`config.mk`:
```
export PLATFORM = sky130hd
export DESIGN_NAME = mem_port_arbiter
export DESIGN_NICKNAME = d
export VERILOG_FILES = /design/src/rtl/mem_port_arbiter.sv
export SDC_FILE = /design/constraint.sdc
export NUM_CORES = 1
export LEC_CHECK = 0
export CELL_PAD_IN_SITES_DETAIL_PLACEMENT = 1
export CELL_PAD_IN_SITES_GLOBAL_PLACEMENT = 1
export CORE_MARGIN = 3
export CORE_UTILIZATION = 10
export CTS_BUF_LIST = sky130_fd_sc_hd__clkbuf_8 sky130_fd_sc_hd__clkbuf_16
export DETAILED_ROUTE_END_ITERATION = 6
export PLACE_DENSITY_LB_ADDON = 0.25
export SYNTH_ARGS = -nofsm -noshare
export SYNTH_HDL_FRONTEND = slang
export SYNTH_SLANG_ARGS = --single-unit
```
`constraint.sdc`:
```
create_clock -name clk_i -period 1.4 [get_ports clk_i]
set_clock_uncertainty 0.1 [all_clocks]
set_input_delay 0.21 -clock clk_i [delete_from_list [all_inputs] [get_ports clk_i]]
set_output_delay 0.21 -clock clk_i [all_outputs]
set_load 0.02 [all_outputs]
```
`src/rtl/mem_port_arbiter.sv`:
```
// Shares one single-outstanding bus port between fetch (imem) and data (dmem).
// Optional starve guard under `MEM_ARB_STARVE_GUARD_EN`.
//
// Ports:
//   clk_i, rst_ni : clock, async active-low reset
//   imem_*        : fetch request/addr in; gnt/rvalid/rdata out
//   dmem_*        : data request/we/be/addr/wdata in; gnt/rvalid/rdata out
//   bus_*         : unified memory bus; req/we/be/addr/wdata out,
//                   gnt/rvalid/rdata in
module mem_port_arbiter #(
  parameter int AW           = 32,
  parameter int DW           = 32,
  parameter int STARVE_LIMIT = 4
) (
  input  logic            clk_i,
  input  logic            rst_ni,
  input  logic            imem_req_i,
  input  logic [AW-1:0]   imem_addr_i,
  output logic            imem_gnt_o,
  output logic            imem_rvalid_o,
  output logic [DW-1:0]   imem_rdata_o,
  input  logic            dmem_req_i,
  input  logic            dmem_we_i,
  input  logic [DW/8-1:0] dmem_be_i,
  input  logic [AW-1:0]   dmem_addr_i,
  input  logic [DW-1:0]   dmem_wdata_i,
  output logic            dmem_gnt_o,
  output logic            dmem_rvalid_o,
  output logic [DW-1:0]   dmem_rdata_o,
  output logic            bus_req_o,
  output logic            bus_we_o,
  output logic [DW/8-1:0] bus_be_o,
  output logic [AW-1:0]   bus_addr_o,
  output logic [DW-1:0]   bus_wdata_o,
  input  logic            bus_gnt_i,
  input  logic            bus_rvalid_i,
  input  logic [DW-1:0]   bus_rdata_i
);

  typedef enum logic [1:0] {
    IDLE,
    WAIT_I,
    WAIT_D
  } state_e;

  state_e state_q, state_d;

  logic            starve;
  logic            sel_d;
  logic            any_req;

  logic            i_gnt, i_rvalid;
  logic [DW-1:0]   i_rdata;
  logic            d_gnt, d_rvalid;
  logic [DW-1:0]   d_rdata;
  logic            b_req, b_we;
  logic [DW/8-1:0] b_be;
  logic [AW-1:0]   b_addr;
  logic [DW-1:0]   b_wdata;

`ifdef MEM_ARB_STARVE_GUARD_EN
  localparam int CW = $clog2(STARVE_LIMIT + 1);
  localparam logic [CW-1:0] LIM = CW'(STARVE_LIMIT);

  logic [CW-1:0] cnt_q, cnt_d;

  assign starve = imem_req_i && (cnt_q == LIM);

  always_comb begin
    cnt_d = cnt_q;
    if (!imem_req_i || i_gnt) begin
      cnt_d = '0;
    end else if (d_gnt && (cnt_q != LIM)) begin
      cnt_d = cnt_q + CW'(1);
    end
  end

  always_ff @(posedge clk_i or negedge rst_ni) begin
    if (!rst_ni) begin
      cnt_q <= '0;
    end else begin
      cnt_q <= cnt_d;
    end
  end
`else
  // Limit only matters when the guard is built in.
  logic unused_lim;
  assign unused_lim = (STARVE_LIMIT == 0);
  assign starve     = 1'b0;
`endif

  assign any_req = imem_req_i | dmem_req_i;
  assign sel_d   = dmem_req_i & ~starve;

  always_comb begin
    state_d  = state_q;
    i_gnt    = 1'b0;
    i_rvalid = 1'b0;
    i_rdata  = '0;
    d_gnt    = 1'b0;
    d_rvalid = 1'b0;
    d_rdata  = '0;
    b_req    = 1'b0;
    b_we     = 1'b0;
    b_be     = '0;
    b_addr   = '0;
    b_wdata  = '0;
    unique case (state_q)
      IDLE: begin
        if (any_req) begin
          b_req = 1'b1;
          if (sel_d) begin
            b_we    = dmem_we_i;
            b_be    = dmem_be_i;
            b_addr  = dmem_addr_i;
            b_wdata = dmem_wdata_i;
          end else begin
            b_be    = '1;
            b_addr  = imem_addr_i;
          end
          if (bus_gnt_i) begin
            d_gnt   = sel_d;
            i_gnt   = ~sel_d;
            state_d = sel_d ? WAIT_D : WAIT_I;
          end
        end
      end
      WAIT_I: begin
        if (bus_rvalid_i) begin
          i_rvalid = 1'b1;
          i_rdata  = bus_rdata_i;
          state_d  = IDLE;
        end
      end
      WAIT_D: begin
        if (bus_rvalid_i) begin
          d_rvalid = 1'b1;
          d_rdata  = bus_rdata_i;
          state_d  = IDLE;
        end
      end
      default: state_d = IDLE;
    endcase
  end

  always_ff @(posedge clk_i or negedge rst_ni) begin
    if (!rst_ni) begin
      state_q <= IDLE;
    end else begin
      state_q <= state_d;
    end
  end

  // Outputs are forced low for the whole reset window,
  // even while requests are still held by the core.
  assign imem_gnt_o    = rst_ni & i_gnt;
  assign imem_rvalid_o = rst_ni & i_rvalid;
  assign imem_rdata_o  = rst_ni ? i_rdata : '0;
  assign dmem_gnt_o    = rst_ni & d_gnt;
  assign dmem_rvalid_o = rst_ni & d_rvalid;
  assign dmem_rdata_o  = rst_ni ? d_rdata : '0;
  assign bus_req_o     = rst_ni & b_req;
  assign bus_we_o      = rst_ni & b_we;
  assign bus_be_o      = rst_ni ? b_be : '0;
  assign bus_addr_o    = rst_ni ? b_addr : '0;
  assign bus_wdata_o   = rst_ni ? b_wdata : '0;

endmodule

```
==> impl_metrics.py, run 1 <==
metrics = {
    "yosys": {
        "netlist_instances": 184,
        "synth_top_area_share": 0.4815,
        "synthXorXnorAreaFrac": 0,
        "synth_area_mm2": 0.001286,
        "synthTopCellsByArea": "and2_1 (48%), a22o_1 (22%), dfrtp_1 (3.9%)",
        "syn_nets": 327,
        "ys_types": 22,
        "yosys.area_share.simple": 0.5671,
        "synth_top_family_by_area": "simple AND/OR/NAND/NOR gates",
        "synth_seq_area_share": 0.03891,
        "ys.flop_type": "dfrtp_1",
        "ys_seq_elements": 2,
        "ys_warn_count": 0,
        "synth-edff-count": 0,
        "post_synth.cell_area_avg_um2": 6.990,
        "synth_largest_area_cell": "and2_1",
        "synth_adder_area_share": 0.03891,
        "synth_mux_area_frac": 0,
        "synth-compound-area-share": 0.2607,
        "async_flop_share": 1.000,
    },
    "worst_setup_path": {
        "critPathTopFamily": "buffers and inverters",
        "critPathMaxStageDelay_ps": 360,
        "critPathRequiredTime_ps": 1090,
        "reg2reg_depth": 7,
        "cp-start-kind": "flip-flop",
        "regToRegEndpoint": "state_q[1]",
        "crit_path_top_delay_cell": "dfrtp_1",
        "endpoint": "bus_addr_o[6]",
        "reg2reg_setup_slack_ps": -90,
        "crit_start": "state_q[0]",
        "r2r_start": "state_q[0]",
        "crit_cells": 7,
        "crit_chain": "inv_2 > ha_4 > and3_4 > buf_12 > buf_4 > a22o_4 > buf_6",
        "crit_path_end_kind": "output pin",
        "path_max_fanout": 17,
        "path_buf_inv": 4,
        "cp.arrival_ps": 1670,
        "critical_path_class": "reg -> out",
    },
    "global_route": {
        "grt_start_max_net_pins": 22,
        "overflow": 0,
        "grt_pass1_wl_um": 16150,
        "grt_antenna_before_repair": 0,
        "grt_use_total": 0.1412,
        "grt_pass1_vias": 2798,
    },
    "finish": {
        "top_regs": "state_q x2",
        "top_register": "state_q",
        "largest_reg_flops": 2,
        "area_delta_synth_final_pct": 341.1,
        "num_antenna_cells": 0,
        "drive_gt1_frac": 0.6853,
        "finalNetCount": 647,
    },
    "clocking": {
        "cts_max_level": 1,
        "clk_pin_slew_ps": 30,
        "cts_num_sinks": 2,
        "cts_max_path_buffers": 2,
        "cts_buffers": 3,
        "cts_tree": "built",
        "insertion_delay_ps": 220,
        "root_buffer": "clkbuf_16",
    },
    "die": {
        "ios": 277,
        "die_h_um": 119.4,
        "fp.coreArea_mm2": 0.01231,
        "dieArea_mm2": 0.01426,
        "start_util": 0.1045,
        "num_rows": 40,
        "chipWidth_um": 119.4,
    },
    "route": {
        "drc": 0,
        "drt_iter0_drc": 58,
        "via_count": 2607,
        "antenna_left": 0,
        "vias_per_cell": 3.891,
        "routedWlPerCell_um": 17.40,
        "dr.pass1.iters": 4,
        "drt_wl_total_um": 11660,
    },
    "power": {
        "peakVddDrop_mv": 0.6118,
        "switching_share": 0.3869,
        "power_frac_seq": 0.023,
        "power_density_mw_per_mm2": 821.6,
        "internal_power_w": 0.002857,
        "p_total_w": 0.004661,
        "p_clk_frac": 0.090,
        "p_switching_w": 0.001803,
        "pwr-share-comb": 0.887,
        "p_leak_nw": 2.656,
    },
    "timing": {
        "tightest_slew_ps": 261.2,
        "setup_ws_ps": -584.9,
        "slew_viol_final": 0,
        "setup_tns_ps": -67050,
        "hold_viol": 0,
        "relSlewSlack": 0.8259,
        "min_period_over_period": 1.418,
        "rsz0062_at_grt": "true",
        "finalSetupViolCount": 139,
        "max_freq_ghz": 0.5038,
        "period_minus_slack_ps": 1985,
    },
    "place": {
        "gp_congestion": 0.8447,
        "dp_hpwl_um": 9493,
        "io_buffers": 276,
        "pre_cts_ws_ps": -973.7,
    },
    "status": {
        "violations": "negative setup slack",
        "outcome": "complete, but fails checks",
    },
    "hold_path": {
        "min_path_type": "in -> async",
    },
    "flow_run": {
        "cap_violations": 0,
    },
}
-- final cells by class --
type | count | area, um2
well taps | 168 | 210.2
repair buffers | 332 | 3621
inverters | 4 | 15.01
multi-input cells | 161 | 1702
flip-flops and latches | 2 | 50.05
clock buffers | 3 | 75.07
fillers | 1386 | 6639
-- Yosys cell counts, types with 2 or more instances --
cell / instances
and3_1: 2
and2_1: 99
nand2_1: 7
buf_6: 3
a22o_1: 32
inv_1: 4
clkbuf_1: 4
ha_1: 4
dfrtp_1: 2
a21oi_1: 4
nor2_1: 2
clkbuf_2: 3
o2bb2ai_1: 2
nand2b_1: 3
buf_4: 3
buf_2: 4
-- how the worst min path moves through the flow --
stage | depth (start not counted) | slack, ps | end | startpoint
after CTS | 3 | 140 | state_q[1] | rst_ni
after global routing | 3 | 200 | state_q[1] | rst_ni
after global placement | 2 | 520 | state_q[1] | state_q[1]
after floorplan | 0 | -190 | state_q[0] | rst_ni
final | 3 | 190 | state_q[1] | rst_ni
after detailed placement | 2 | 530 | state_q[1] | state_q[1]
-- tightest hold or removal path: cells and delay by family --
family,cells,cell delay [ps]
buffers and inverters,3,610
-- through the flow --
step                hold slack [ps]  std cells    util  area [um2]
CTS                           139.2        659  0.4176        5141
finish                        187.9        670  0.4608        5673
global placement              524.2        636  0.4028        4960
detailed placement            534.7        636  0.4028        4960
floorplan                    -185.6        184       -        1904
global route                  200.4        670  0.4608        5673
-- logic make-up after synthesis --
logic type / Yosys count
DFF: 2
AOI/OAI and AO/OA: 40
and+or+nand+nor: 117
buffers and inverters: 21
adders and majority gates: 4
-- repair_timing --
action                                  CTS  global route
hold buffers                              0             0
gates resized for setup                 690           175
pin swaps                                 3            17
gates cloned                              3             5
endpoints found under the setup margin  140           140
setup buffers                            17            10
-- cell usage in the layout, fill, tap and decap left out, types with 3 or more instances in the layout --
| cell | instances |
|---|---|
| nand2_1 | 4 |
| and2_4 | 99 |
| a22o_4 | 29 |
| clkbuf_16 | 7 |
| buf_6 | 153 |
| a22o_1 | 3 |
| buf_4 | 24 |
| dlygate4sd2_1 | 3 |
| clkdlybuf4s50_1 | 135 |
| buf_12 | 11 |
| and3_4 | 3 |
| a21oi_2 | 4 |
-- power groups by stage --
stage                     sequential, W  clock, W  combinational (W)
after floorplan                0.000113         0            0.00184
after global placement         0.000104         0            0.00346
after detailed placement       0.000106         0            0.00352
after CTS                      0.000105  0.000428            0.00371
after global routing           0.000109  0.000438            0.00438
final                          0.000106  0.000422            0.00413
-- layer usage --
metal  vias to the layer above  track usage  wire length (um)
met5                         -            0                 0
met1                      1228       0.1608              4294
met3                         2      0.03134               882
li1                       1256            -                 -
met2                       121       0.2780              6455
met4                         0     0.007874                27
Power figures use the tool's default switching activity.
==> run 2, diff against run 1 <==
--- a/config.mk
+++ b/config.mk
@@ -5,12 +5,15 @@
 export SDC_FILE = /design/constraint.sdc
 export NUM_CORES = 1
 export LEC_CHECK = 0
+export CAP_MARGIN = 25
 export CELL_PAD_IN_SITES_DETAIL_PLACEMENT = 1
 export CELL_PAD_IN_SITES_GLOBAL_PLACEMENT = 1
+export CORE_ASPECT_RATIO = 0.8
 export CORE_MARGIN = 3
 export CORE_UTILIZATION = 10
 export CTS_BUF_LIST = sky130_fd_sc_hd__clkbuf_8 sky130_fd_sc_hd__clkbuf_16
 export DETAILED_ROUTE_END_ITERATION = 6
+export HOLD_SLACK_MARGIN = 0.12
 export PLACE_DENSITY_LB_ADDON = 0.25
 export SYNTH_ARGS = -nofsm -noshare
 export SYNTH_HDL_FRONTEND = slang
==> impl_metrics.py, run 2 (same netlist as run 1, synthesis figures left out) <==
metrics = {
    "timing": {
        "min_period_over_period": 1.455,
        "rsz0062_at_grt": "true",
        "setup_ws_ps": -637.4,
        "hold_ws_ps": 443.4,
        "period_minus_slack_ps": 2037,
        "relSlewSlack": 0.8425,
        "finalSetupViolCount": 140,
        "slew_viol_final": 0,
        "tightest_slew_ps": 235.7,
        "hold_viol": 0,
        "max_freq_ghz": 0.4908,
        "setup_tns_ps": -74590,
    },
    "worst_setup_path": {
        "crit_start": "state_q[1]",
        "regToRegEndpoint": "state_q[0]",
        "cp-start-kind": "flip-flop",
        "crit_path_end_kind": "output pin",
        "cp.arrival_ps": 1730,
        "critical_path_class": "reg -> out",
        "critPathRequiredTime_ps": 1090,
        "reg2reg_setup_slack_ps": -120,
        "endpoint": "bus_addr_o[2]",
        "reg2reg_depth": 7,
        "path_max_fanout": 7,
        "r2r_start": "state_q[1]",
    },
    "place": {
        "gp_congestion": 0.7263,
        "placed_cell_area_mm2": 0.004916,
        "io_buffers": 276,
        "placedCellCount": 636,
        "dp_hpwl_um": 8805,
    },
    "flow_run": {
        "cap_violations": 0,
    },
    "route": {
        "routedWlPerCell_um": 17.16,
        "antenna_left": 0,
        "drt_wl_total_um": 11670,
        "vias_per_cell": 3.906,
        "drc": 0,
        "via_count": 2656,
        "drt_iter0_drc": 54,
        "dr.pass1.iters": 4,
    },
    "status": {
        "outcome": "complete, but fails checks",
        "violations": "negative setup slack",
    },
    "finish": {
        "finalNetCount": 654,
        "layout_commonest_cell": "buf_6",
        "final_area_mm2": 0.005767,
        "drive_gt1_frac": 0.6916,
        "fillers": 1360,
        "top_register": "state_q",
        "num_antenna_cells": 0,
        "fin_cells": 680,
        "largest_reg_flops": 2,
        "most-common-layout-cells": "buf_6 (139), clkdlybuf4s50_1 (136), and2_4 (99), buf_4 (35), a22o_4 (29)",
        "top_regs": "state_q x2",
        "area_delta_synth_final_pct": 348.3,
    },
    "clocking": {
        "cts_max_path_buffers": 2,
        "clk_pin_slew_ps": 30,
        "insertion_delay_ps": 220,
        "root_buffer": "clkbuf_16",
        "cts_buffers": 3,
        "cts_max_level": 1,
        "cts_tree": "built",
        "cts_num_sinks": 2,
    },
    "hold_path": {
        "min_path_type": "in -> reg",
    },
    "global_route": {
        "grt_use_total": 0.1409,
        "grt_antenna_before_repair": 0,
        "grt_start_max_net_pins": 27,
        "grt_pass1_wl_um": 16040,
        "grt_pass1_vias": 2761,
        "overflow": 0,
    },
    "die": {
        "chipWidth_um": 132.8,
        "num_rows": 36,
        "fp.coreArea_mm2": 0.01239,
        "die_h_um": 107.4,
        "dieArea_mm2": 0.01427,
        "ios": 277,
        "start_util": 0.1038,
    },
    "power": {
        "power_density_mw_per_mm2": 843.2,
        "peakVddDrop_mv": 0.4600,
        "p_leak_nw": 2.713,
    },
}
## run 2: what timing repair did
item | 4_1_cts | 5_1_grt
hold endpoints to repair | 0 | 2
gates resized for setup | 621 | 236
buffers inserted | 15 | 17
pin swaps | 7 | 21
cloned | 6 | 5
hold buffers | 0 | 1
endpoints found under the setup margin | 140 | 140
## run 2: final cells by class
type	instances	area (um2)	area share
inverters	4	15.01	0.002604
well taps	171	214.0	0.03710
multi-input cells	161	1715	0.2975
clock buffers	3	75.07	0.01302
repair buffers	339	3697	0.6411
flip-flops and latches	2	50.05	0.008679
## run 2: worst min-delay path by stage
| stage | startpoint | endpoint | slack (ps) | cells past startpoint |
|---|---|---|---|---|
| 2_1_floorplan | rst_ni | state_q[0] | -190 | 0 |
| 3_3_place_gp | rst_ni | state_q[0] | 510 | 2 |
| 3_5_place_dp | rst_ni | state_q[0] | 500 | 2 |
| 4_1_cts | rst_ni | state_q[0] | 280 | 2 |
| 5_1_grt | dmem_req_i | state_q[0] | 470 | 3 |
| 6_report | dmem_req_i | state_q[0] | 440 | 3 |
## run 2: worst max-delay path, cell delays in order (launching register included)
cell	delay (ps)
dfrtp_1	380
inv_2	70
ha_4	180
and3_4	190
buf_12	150
clkbuf_16	160
a22o_4	250
buf_6	130
## run 2: routing by layer
layer	global-route usage	vias to the layer above	share of wire
met3	0.03598	7	0.067
met4	0.01261	0	0.0063
li1	-	1275	-
met5	0	-	0
met1	0.1582	1256	0.37
met2	0.2764	118	0.56
## run 2: power by group
part	internal [W]	switching, W
Clock	0.000363	0.0000619
Combinational	0.00254	0.00179
Sequential	0.0000866	0.0000253
## run 2: per-stage QoR
stage                     power [W]  setup WS (ps)  utilization
final                      0.004862         -637.4       0.4656
after global routing       0.005134         -686.8       0.4656
after detailed placement   0.003540         -985.2       0.3969
after floorplan            0.001953         -191.3            -
after global placement     0.003495         -965.6       0.3969
after CTS                  0.004241         -692.1       0.4232
